**src/rtl/elevator_pkg.sv**
```systemverilog
// Shared definitions for the elevator dispatcher slice.
//   - FSM state encoding (IDLE / MOVING / DOOR_OPEN)
//   - floor index width and request vector width
//   - SCAN direction constants
//   - helper that turns a floor index into a one-hot clear vector
package elevator_pkg;

    localparam int FLOOR_W = 4;
    localparam int REQ_W   = 10;

    localparam logic [1:0] ST_IDLE      = 2'd0;
    localparam logic [1:0] ST_MOVING    = 2'd1;
    localparam logic [1:0] ST_DOOR_OPEN = 2'd2;

    localparam logic DIR_UP   = 1'b1;
    localparam logic DIR_DOWN = 1'b0;

    function automatic logic [REQ_W-1:0] floor_onehot(input logic [FLOOR_W-1:0] f);
        return REQ_W'(1) << f;
    endfunction

endpackage

```
**src/rtl/elevator_request_scan.sv**
```systemverilog
// Combinational scan of the request vector relative to one floor.
// Ports:
//   request_i [REQ_W-1:0]   pending floor requests (bits >= FLOORS ignored)
//   floor_i   [FLOOR_W-1:0] reference floor
//   here_o                  request pending at floor_i
//   above_o                 any request at an index above floor_i
//   below_o                 any request at an index below floor_i
module elevator_request_scan
    import elevator_pkg::*;
#(
    parameter int FLOORS = 10
) (
    input  logic [REQ_W-1:0]   request_i,
    input  logic [FLOOR_W-1:0] floor_i,
    output logic               here_o,
    output logic               above_o,
    output logic               below_o
);

    always_comb begin
        here_o  = 1'b0;
        above_o = 1'b0;
        below_o = 1'b0;
        for (int i = 0; i < REQ_W; i++) begin
            // Bits past the top floor do not exist in this building.
            if ((i < FLOORS) && request_i[i]) begin
                if (FLOOR_W'(i) == floor_i) begin
                    here_o = 1'b1;
                end else if (FLOOR_W'(i) > floor_i) begin
                    above_o = 1'b1;
                end else begin
                    below_o = 1'b1;
                end
            end
        end
    end

endmodule

```
**src/rtl/elevator_dispatcher.sv**
```systemverilog
// Elevator dispatcher: consumes held floor requests, selects stops with SCAN
// (keep direction while work remains ahead), moves one floor every
// TRAVEL_CYCLES, dwells DOOR_CYCLES with the door open and retires the
// request of the current floor through a one-hot clear.
// Ports:
//   clock          system clock, all logic on posedge
//   reset          synchronous active-high reset
//   request [9:0]  request[i]=1 while floor i is pending
//   clear   [9:0]  clear[i]=1 retires floor i (only during the door dwell)
//   current_floor  floor the car is at or last passed
//   direction      1=up, 0=down
//   moving         1 while in MOVING
//   door_open      1 while in DOOR_OPEN
// Handshake: request[i] is held by the detector until clear[i] is seen; clear
// stays high for the full dwell so any re-press during the dwell is absorbed.
module elevator_dispatcher
    import elevator_pkg::*;
#(
    parameter int FLOORS        = 10,
    parameter int TRAVEL_CYCLES = 4,
    parameter int DOOR_CYCLES   = 6
) (
    input  logic                clock,
    input  logic                reset,
    input  logic [REQ_W-1:0]    request,
    output logic [REQ_W-1:0]    clear,
    output logic [FLOOR_W-1:0]  current_floor,
    output logic                direction,
    output logic                moving,
    output logic                door_open
);

    localparam int TW = (TRAVEL_CYCLES > 1) ? $clog2(TRAVEL_CYCLES) : 1;
    localparam int DW = (DOOR_CYCLES > 1) ? $clog2(DOOR_CYCLES) : 1;
    localparam logic [TW-1:0]      TRAVEL_LOAD = TW'(TRAVEL_CYCLES - 1);
    localparam logic [DW-1:0]      DOOR_LOAD   = DW'(DOOR_CYCLES - 1);
    localparam logic [FLOOR_W-1:0] TOP_FLOOR   = FLOOR_W'(FLOORS - 1);

    logic [1:0]         state_q, state_d;
    logic [FLOOR_W-1:0] floor_q, floor_d;
    logic               dir_q, dir_d;
    logic [REQ_W-1:0]   clear_q, clear_d;
    logic               moving_q, moving_d;
    logic               door_open_q, door_open_d;
    logic [TW-1:0]      travel_q, travel_d;
    logic [DW-1:0]      door_q, door_d;

    logic [FLOOR_W-1:0] next_floor;
    logic               here, above, below;
    logic               n_here, n_above, n_below;
    logic               at_limit;

    // Floor the car reaches when the travel timer expires.
    assign next_floor = (dir_q == DIR_UP) ? (floor_q + FLOOR_W'(1)) : (floor_q - FLOOR_W'(1));

    // Only reachable if the requests ahead vanished mid-travel; never step
    // outside the shaft.
    assign at_limit = ((dir_q == DIR_UP) && (floor_q == TOP_FLOOR)) ||
                      ((dir_q == DIR_DOWN) && (floor_q == '0));

    elevator_request_scan #(.FLOORS(FLOORS)) u_scan_cur (
        .request_i (request),
        .floor_i   (floor_q),
        .here_o    (here),
        .above_o   (above),
        .below_o   (below)
    );

    elevator_request_scan #(.FLOORS(FLOORS)) u_scan_next (
        .request_i (request),
        .floor_i   (next_floor),
        .here_o    (n_here),
        .above_o   (n_above),
        .below_o   (n_below)
    );

    always_comb begin
        state_d     = state_q;
        floor_d     = floor_q;
        dir_d       = dir_q;
        clear_d     = '0;
        moving_d    = 1'b0;
        door_open_d = 1'b0;
        travel_d    = travel_q;
        door_d      = door_q;

        case (state_q)
            ST_IDLE: begin
                if (here) begin
                    state_d     = ST_DOOR_OPEN;
                    door_d      = DOOR_LOAD;
                    door_open_d = 1'b1;
                    clear_d     = floor_onehot(floor_q);
                end else if (((dir_q == DIR_UP) && above) || ((dir_q == DIR_DOWN) && below)) begin
                    state_d  = ST_MOVING;
                    moving_d = 1'b1;
                    travel_d = TRAVEL_LOAD;
                end else if (above) begin
                    dir_d    = DIR_UP;
                    state_d  = ST_MOVING;
                    moving_d = 1'b1;
                    travel_d = TRAVEL_LOAD;
                end else if (below) begin
                    dir_d    = DIR_DOWN;
                    state_d  = ST_MOVING;
                    moving_d = 1'b1;
                    travel_d = TRAVEL_LOAD;
                end
            end

            ST_MOVING: begin
                if (travel_q != '0) begin
                    travel_d = travel_q - TW'(1);
                    moving_d = 1'b1;
                end else if (at_limit) begin
                    state_d = ST_IDLE;
                end else begin
                    // Arrival decision uses the request vector seen at the
                    // floor being entered, so pass-by requests are served.
                    floor_d = next_floor;
                    if (n_here) begin
                        state_d     = ST_DOOR_OPEN;
                        door_d      = DOOR_LOAD;
                        door_open_d = 1'b1;
                        clear_d     = floor_onehot(next_floor);
                    end else if (((dir_q == DIR_UP) && n_above) ||
                                 ((dir_q == DIR_DOWN) && n_below)) begin
                        moving_d = 1'b1;
                        travel_d = TRAVEL_LOAD;
                    end else begin
                        state_d = ST_IDLE;
                    end
                end
            end

            ST_DOOR_OPEN: begin
                if (door_q != '0) begin
                    door_d      = door_q - DW'(1);
                    door_open_d = 1'b1;
                    clear_d     = clear_q;
                end else begin
                    state_d = ST_IDLE;
                end
            end

            default: begin
                state_d = ST_IDLE;
            end
        endcase
    end

    always_ff @(posedge clock) begin
        if (reset) begin
            state_q     <= ST_IDLE;
            floor_q     <= '0;
            dir_q       <= DIR_UP;
            clear_q     <= '0;
            moving_q    <= 1'b0;
            door_open_q <= 1'b0;
            travel_q    <= '0;
            door_q      <= '0;
        end else begin
            state_q     <= state_d;
            floor_q     <= floor_d;
            dir_q       <= dir_d;
            clear_q     <= clear_d;
            moving_q    <= moving_d;
            door_open_q <= door_open_d;
            travel_q    <= travel_d;
            door_q      <= door_d;
        end
    end

    assign clear         = clear_q;
    assign current_floor = floor_q;
    assign direction     = dir_q;
    assign moving        = moving_q;
    assign door_open     = door_open_q;

endmodule

```
**config.mk**
```make
export PLATFORM = sky130hd
export DESIGN_NAME = elevator_dispatcher
export DESIGN_NICKNAME = d
export VERILOG_FILES = /design/src/rtl/elevator_pkg.sv /design/src/rtl/elevator_request_scan.sv /design/src/rtl/elevator_dispatcher.sv
export SDC_FILE = /design/constraint.sdc
export NUM_CORES = 1
export LEC_CHECK = 0
export CORE_MARGIN = 4
export CORE_UTILIZATION = 45
export DETAILED_ROUTE_END_ITERATION = 6
export PLACE_DENSITY_LB_ADDON = 0.12
export SLEW_MARGIN = 10
export SYNTH_ARGS = -nofsm -noshare
export SYNTH_HDL_FRONTEND = slang
export SYNTH_SLANG_ARGS = --single-unit
```
**constraint.sdc**
```tcl
create_clock -name clock -period 3.8 [get_ports clock]
set_clock_uncertainty 0.15 [all_clocks]
set_input_delay 0.95 -clock clock [delete_from_list [all_inputs] [get_ports clock]]
set_output_delay 0.95 -clock clock [all_outputs]
set_load 0.02 [all_outputs]
```
==> results.ini, run 1 <==
[logic_synthesis]
syn_area_um2=2190
yosys_most_used_dff=dfxtp_1
netlist.top_cell.by_area=dfxtp_1
ys_types=67
syn_inst=287
yosys-top-cells-area=dfxtp_1 22%, ha_1 5.7%, nor2_1 4.1%
ys_seq_elements=24
yosys_warnings=0
ys_seq_area_share_pct=21.9
synth_edf_count=0
netlist.area_leader.share_pct=21.9
avgSynthCellArea_um2=7.64
syn_nets=309
async_reset_ff_share_pct=0

[drt]
wirelength_mm=6.47
avgViaCountPerCell=6.19
wl_per_cell_um=17.3
dr.first_iter.drc_count=315
drtPass1Iterations=5
vias=2323
drt.antenna.violating_nets=0
drc=0

[global_routing]
grt_max_degree=22
grt_pass1_wl_mm=11.2
grt_pass1_vias=2176
gr-total-overflow=0
antenna_found_initial=0
track_usage_pct=22.7

[layout]
diodes=0
layout_commonest_cell=clkdlybuf4s50_1
fillCellCount=457
final_cell_mix=28 x clkdlybuf4s50_1, 24 x nor2_1, 24 x dfxtp_1, 18 x inv_1, 18 x nand2_1
layout-drive-gt1-share_pct=11.0
fin_nets=331
area_delta_synth_final_pct=19.5

[hold_path]
worstHoldPathCells=2
hold_class=flop to flop

[setup_path]
cp-start-kind=flop
r2r_slack_ns=0.51
slowest_stage=ha_1
crit_chain=inv_1 -> ha_1 -> xor2_1 -> nand3_1 -> mux2i_1 -> o31ai_2 -> nor4_1 -> a221o_1
cpPeakStageDelay_ns=0.60
cp-end-kind=flop
crit_arrival_ns=3.36
crit_type=flop to flop
cp.required_ns=3.87
ff2ff_path_depth=8
crit_path_max_fanout=14

[run_status]
status=finished, final reports clean

[die]
die-height_um=77.8
initial_core_util_pct=46.4
die_area_um2=6050
io_pins=29
rows=25
dieWidth_um=77.8
core_area_um2=4720

[clock_network]
clk_latency_ns=0.27
clk_pin_slew_ns=0.09
postCtsHoldBufs=0
clockBufferDepth=2
cts_tree=done
cts_resized=0
clockRootBuffer=clkbuf_8
htree_levels=1
clock-sinks=24
cts_setup_buffers=0
cts_buffers=3

[place]
place.gp.congestion=0.914
pre_cts_ws_ns=0.282
place_hpwl_mm=4.82
io_buffers=28

[timing]
setup_ws_ns=0.506
final.period_utilization_pct=86.7
tns_ns=0
relSlewSlack_pct=27.4
finalSetupViolations=0
worstMarginPinSlew_ns=1.09
min_period_ns=3.29
fin_hold_ws_ns=0.324
slew_viol_final=0
rsz0062_at_grt=no
hold_viol_final=0
fmax_mhz=304

[power]
ir_drop_uv=339
p_leak_nw=0.929
powerDensity_nw_per_um2=384

[run]
cap_viol_max_count=0

[cells in the mapped netlist, types with 3 or more instances]
cell / number
dfxtp_1: 24
nor2_1: 24
inv_1: 18
nand2_1: 18
a21oi_1: 14
clkbuf_1: 13
o21ai_0: 12
nand3_1: 11
nor3_1: 11
ha_1: 10
buf_2: 9
a221o_1: 6
a22oi_1: 6
a31oi_1: 5
mux2i_1: 5
nand2b_1: 5
xnor2_1: 5
a22o_1: 4
nor3b_1: 4
nor4_1: 4
o211ai_1: 4
o22ai_1: 4
o2bb2ai_1: 4
a211oi_1: 3
a221oi_1: 3
nand3b_1: 3
nand4_1: 3
nor2b_1: 3
o21ai_1: 3
o31ai_1: 3
or2_2: 3
[registers in the layout (all words and copies together) (netlist names)]
signal,count
clear,10
door_open,1
travel_q,2
state_q,2
current_floor,4
door_q,3
moving,1
direction,1
[per-layer routing]
| layer | track usage (%) | part of all wire (%) |
|---|---|---|
| met1 | 32.6 | 46 |
| met2 | 35.4 | 44 |
| met3 | 3.25 | 7.8 |
| met4 | 5.69 | 1.7 |
| met5 | 0 | 0 |
[logic make-up after synthesis]
| family | count (synthesis) | share of synthesized area (%) |
|---|---|---|
| AO/OA/AOI/OAI | 97 | 34.2 |
| XOR/XNOR | 7 | 3.14 |
| adder cells (fa/ha/maj) | 10 | 5.71 |
| buffers and inverters | 44 | 8.39 |
| flip-flops | 24 | 21.9 |
| multiplexers | 6 | 2.97 |
| AND/OR/NAND/NOR | 99 | 23.7 |
[worst max-delay path, delay by kind of cell, from the launching register on]
family / cells / cell delay, ns
mux: 1 / 0.29
fa+ha+maj: 1 / 0.60
compound gates: 2 / 0.40
xor+xnor: 1 / 0.45
flops: 1 / 0.51
buf+inv: 1 / 0.18
simple gates: 2 / 0.66
[per-stage QoR]
stage	power, W	util (%)	cell area, µm²	instances
finish	0.00101	55.5	2620	375
global route	0.00109	55.5	2620	375
CTS	0.00101	55.5	2620	375
detailed placement	0.000782	54.0	2550	371
global placement	0.000783	54.0	2550	371
floorplan	0.000648	-	2190	287
[layout make-up]
type                            instances  area [µm²]  share of cell area (%)
Sequential cell                        24         480                    18.3
Clock inverter                          1        30.0                    1.15
Multi-Input combinational cell        219        1530                    58.3
Clock buffer                            3        41.3                    1.58
Timing Repair Buffer                   42         385                    14.7
Tap cell                               67        83.8                    3.20
Inverter                               19        71.3                    2.72
[report_power, final]
| part | internal [W] | switching, W |
|---|---|---|
| Combinational | 0.000194 | 0.000275 |
| Sequential | 0.000285 | 0.0000282 |
| Clock | 0.000141 | 0.0000844 |
[final timing paths]
kind,end,startpoint
worst min register to register,travel_q[1]$_SDFFE_PP0P_,travel_q[1]$_SDFFE_PP0P_
worst min-delay path,travel_q[1]$_SDFFE_PP0P_,travel_q[1]$_SDFFE_PP0P_
worst max-delay path,clear[7]$_SDFFE_PP0N_,current_floor[1]$_SDFFE_PP0P_
worst max register to register,clear[7]$_SDFFE_PP0N_,current_floor[1]$_SDFFE_PP0P_
Note: power is estimated with default switching activity, not from simulation.
==> run 2: changes to the inputs <==
- CAP_MARGIN: not set -> 10
- GPL_ROUTABILITY_DRIVEN: not set -> 0
- SKIP_CTS_REPAIR_TIMING: not set -> 1
==> run 2 against run 1 <==
Final area is 0.29% lower. Clock power grew 2%. Flip-flop and latch count is the same. Non-clock buffer count shrank 1. Final cell count down 0.27%. Total power is 0.56% higher. Combinational power rose by 0.9%. Utilization is 0.16 points lower. Via count is 1.5% lower. Largest cell class unchanged. Largest power group unchanged.
==> results.ini, run 2 (same netlist as run 1, synthesis figures left out) <==
[die]
rows=25  ; unchanged
die_area_um2=6050  ; unchanged
die-height_um=77.8  ; unchanged
core_area_um2=4720  ; unchanged
initial_core_util_pct=46.4  ; unchanged
dieWidth_um=77.8  ; unchanged
io_pins=29  ; unchanged

[setup_path]
crit_arrival_ns=3.29  ; -0.07 ns
crit_chain=buf_4 -> ha_1 -> ha_1 -> nand2_1 -> o22a_1 -> o211ai_1 -> o41ai_2 -> o311a_1 -> a221oi_1
cp-start-kind=flop
cpPeakStageDelay_ns=0.46  ; -0.14 ns
crit_start=current_floor[1]$_SDFFE_PP0P_
worst-path-stages=9  ; +1
ff2ff_path_depth=9  ; +1
cp.required_ns=3.84  ; -0.03 ns
crit_top_cell=ha_1
r2r-end=door_q[0]$_SDFFE_PP0P_
cp-end-kind=flop
r2r_slack_ns=0.55  ; +0.04 ns
rr_startpoint=current_floor[1]$_SDFFE_PP0P_
path_buf_inv=1  ; unchanged
crit_path_end=door_q[0]$_SDFFE_PP0P_
cp_top_family=compound AO/OA/AOI/OAI gates
slowest_stage=ha_1
crit_type=flop to flop
crit_path_max_fanout=11  ; -3

[clock_network]
clk_latency_ns=0.28  ; about the same
htree_levels=1  ; unchanged
clk_pin_slew_ns=0.09  ; about the same
cts_buffers=3  ; unchanged
cts_tree=done
clock-sinks=24  ; unchanged
clockBufferDepth=2  ; unchanged
clockRootBuffer=clkbuf_8

[timing]
hold_viol_final=0  ; unchanged
min_period_ns=3.25  ; -0.0396 ns
finalSetupViolations=0  ; unchanged
slew_viol_final=0  ; unchanged
final.period_utilization_pct=85.7  ; -1.0 points
tns_ns=0  ; unchanged
setup_ws_ns=0.545  ; +0.0396 ns
rsz0062_at_grt=no
fmax_mhz=307  ; +1.2%
worstMarginPinSlew_ns=1.05  ; -0.0331 ns
fin_hold_ws_ns=0.331  ; +0.00721 ns
relSlewSlack_pct=29.6  ; +2.2 points

[drt]
drc=0  ; unchanged
drt.antenna.violating_nets=0  ; unchanged
avgViaCountPerCell=6.11  ; -1.3%
vias=2287  ; -1.5%
drtPass1Iterations=4  ; -1
dr.first_iter.drc_count=167  ; -47%
wirelength_mm=6.46  ; -0.19%
wl_per_cell_um=17.3  ; about the same

[global_routing]
antenna_found_initial=0  ; unchanged
track_usage_pct=22.3  ; -0.37 points
gr-total-overflow=0  ; unchanged
grt_max_degree=22  ; unchanged
grt_pass1_wl_mm=10.9  ; -2.6%
grt_pass1_vias=2169  ; -0.32%

[layout]
largest_reg_flops=10  ; unchanged
final_cell_mix=28 x clkdlybuf4s50_1, 24 x nor2_1, 24 x dfxtp_1, 18 x inv_1, 18 x nand2_1
fin_nets=330  ; -0.30%
area_delta_synth_final_pct=19.2
stdcell_area_um2=2610  ; -0.29%
layout-drive-gt1-share_pct=10.7  ; -0.29 points
diodes=0  ; unchanged
layout_commonest_cell=clkdlybuf4s50_1

[run_status]
status=finished, final reports clean

[hold_path]
hold_class=flop to flop

[place]
placed_cell_area_um2=2540  ; -0.29%
io_buffers=28  ; unchanged
place_hpwl_mm=4.85  ; +0.51%
pre_cts_ws_ns=0.353  ; +0.0705 ns

[run]
cap_viol_max_count=0  ; unchanged

[power]
p_leak_nw=0.925  ; -0.44%
ir_drop_uv=281  ; -17%
powerDensity_nw_per_um2=387  ; +0.85%

## run 2: power breakdown
| part | total (W) | switching [W] | internal, W | leakage, nW |
|---|---|---|---|---|
| clock | 0.000229 | 0.0000876 | 0.000141 | 0.0357 |
| combinational | 0.000472 | 0.000280 | 0.000192 | 0.694 |
| sequential | 0.000312 | 0.0000269 | 0.000285 | 0.196 |
## run 2: final cells by class
class | instances | area (µm²)
clock buffers | 3 | 41.3
clock inverters | 1 | 30.0
fillers | 431 | 2110
inverters | 19 | 71.3
multi-input cells | 219 | 1530
flip-flops and latches | 24 | 480
well taps | 67 | 83.8
repair buffers | 41 | 378
## run 2: per-stage QoR
| stage | std cells | util [%] | total power, W |
|---|---|---|---|
| floorplan | 287 | - | 0.000648 |
| global placement | 370 | 53.8 | 0.000778 |
| detailed placement | 370 | 53.8 | 0.000785 |
| CTS | 374 | 55.3 | 0.00102 |
| global route | 374 | 55.3 | 0.00108 |
| finish | 374 | 55.3 | 0.00101 |
## run 2: worst min-delay path by stage
stage	startpoint	end	cells after the start
final	clear[3]$_SDFFE_PP0N_	clear[3]$_SDFFE_PP0N_	1
after global routing	clear[5]$_SDFFE_PP0N_	clear[5]$_SDFFE_PP0N_	1
after CTS	clear[3]$_SDFFE_PP0N_	clear[3]$_SDFFE_PP0N_	1
after detailed placement	clear[3]$_SDFFE_PP0N_	clear[3]$_SDFFE_PP0N_	1
after global placement	clear[3]$_SDFFE_PP0N_	clear[3]$_SDFFE_PP0N_	1
after floorplan	travel_q[1]$_SDFFE_PP0P_	travel_q[1]$_SDFFE_PP0P_	2
## run 2: worst reg2reg max path, stage by stage (launching register included)
cell      delay [ns]
dfxtp_1         0.40
buf_4           0.21
ha_1            0.21
ha_1            0.46
nand2_1         0.22
o22a_1          0.30
o211ai_1        0.37
o41ai_2         0.18
o311a_1         0.39
a221oi_1        0.29
## run 2: routing by layer
layer / GRT usage, % / share of wire [%] / vias to the layer above
li1: - / - / 1113
met1: 30.1 / 46 / 1090
met2: 35.3 / 46 / 76
met3: 4.41 / 6.2 / 8
met4: 8.01 / 1.5 / 0
met5: 0 / 0 / -
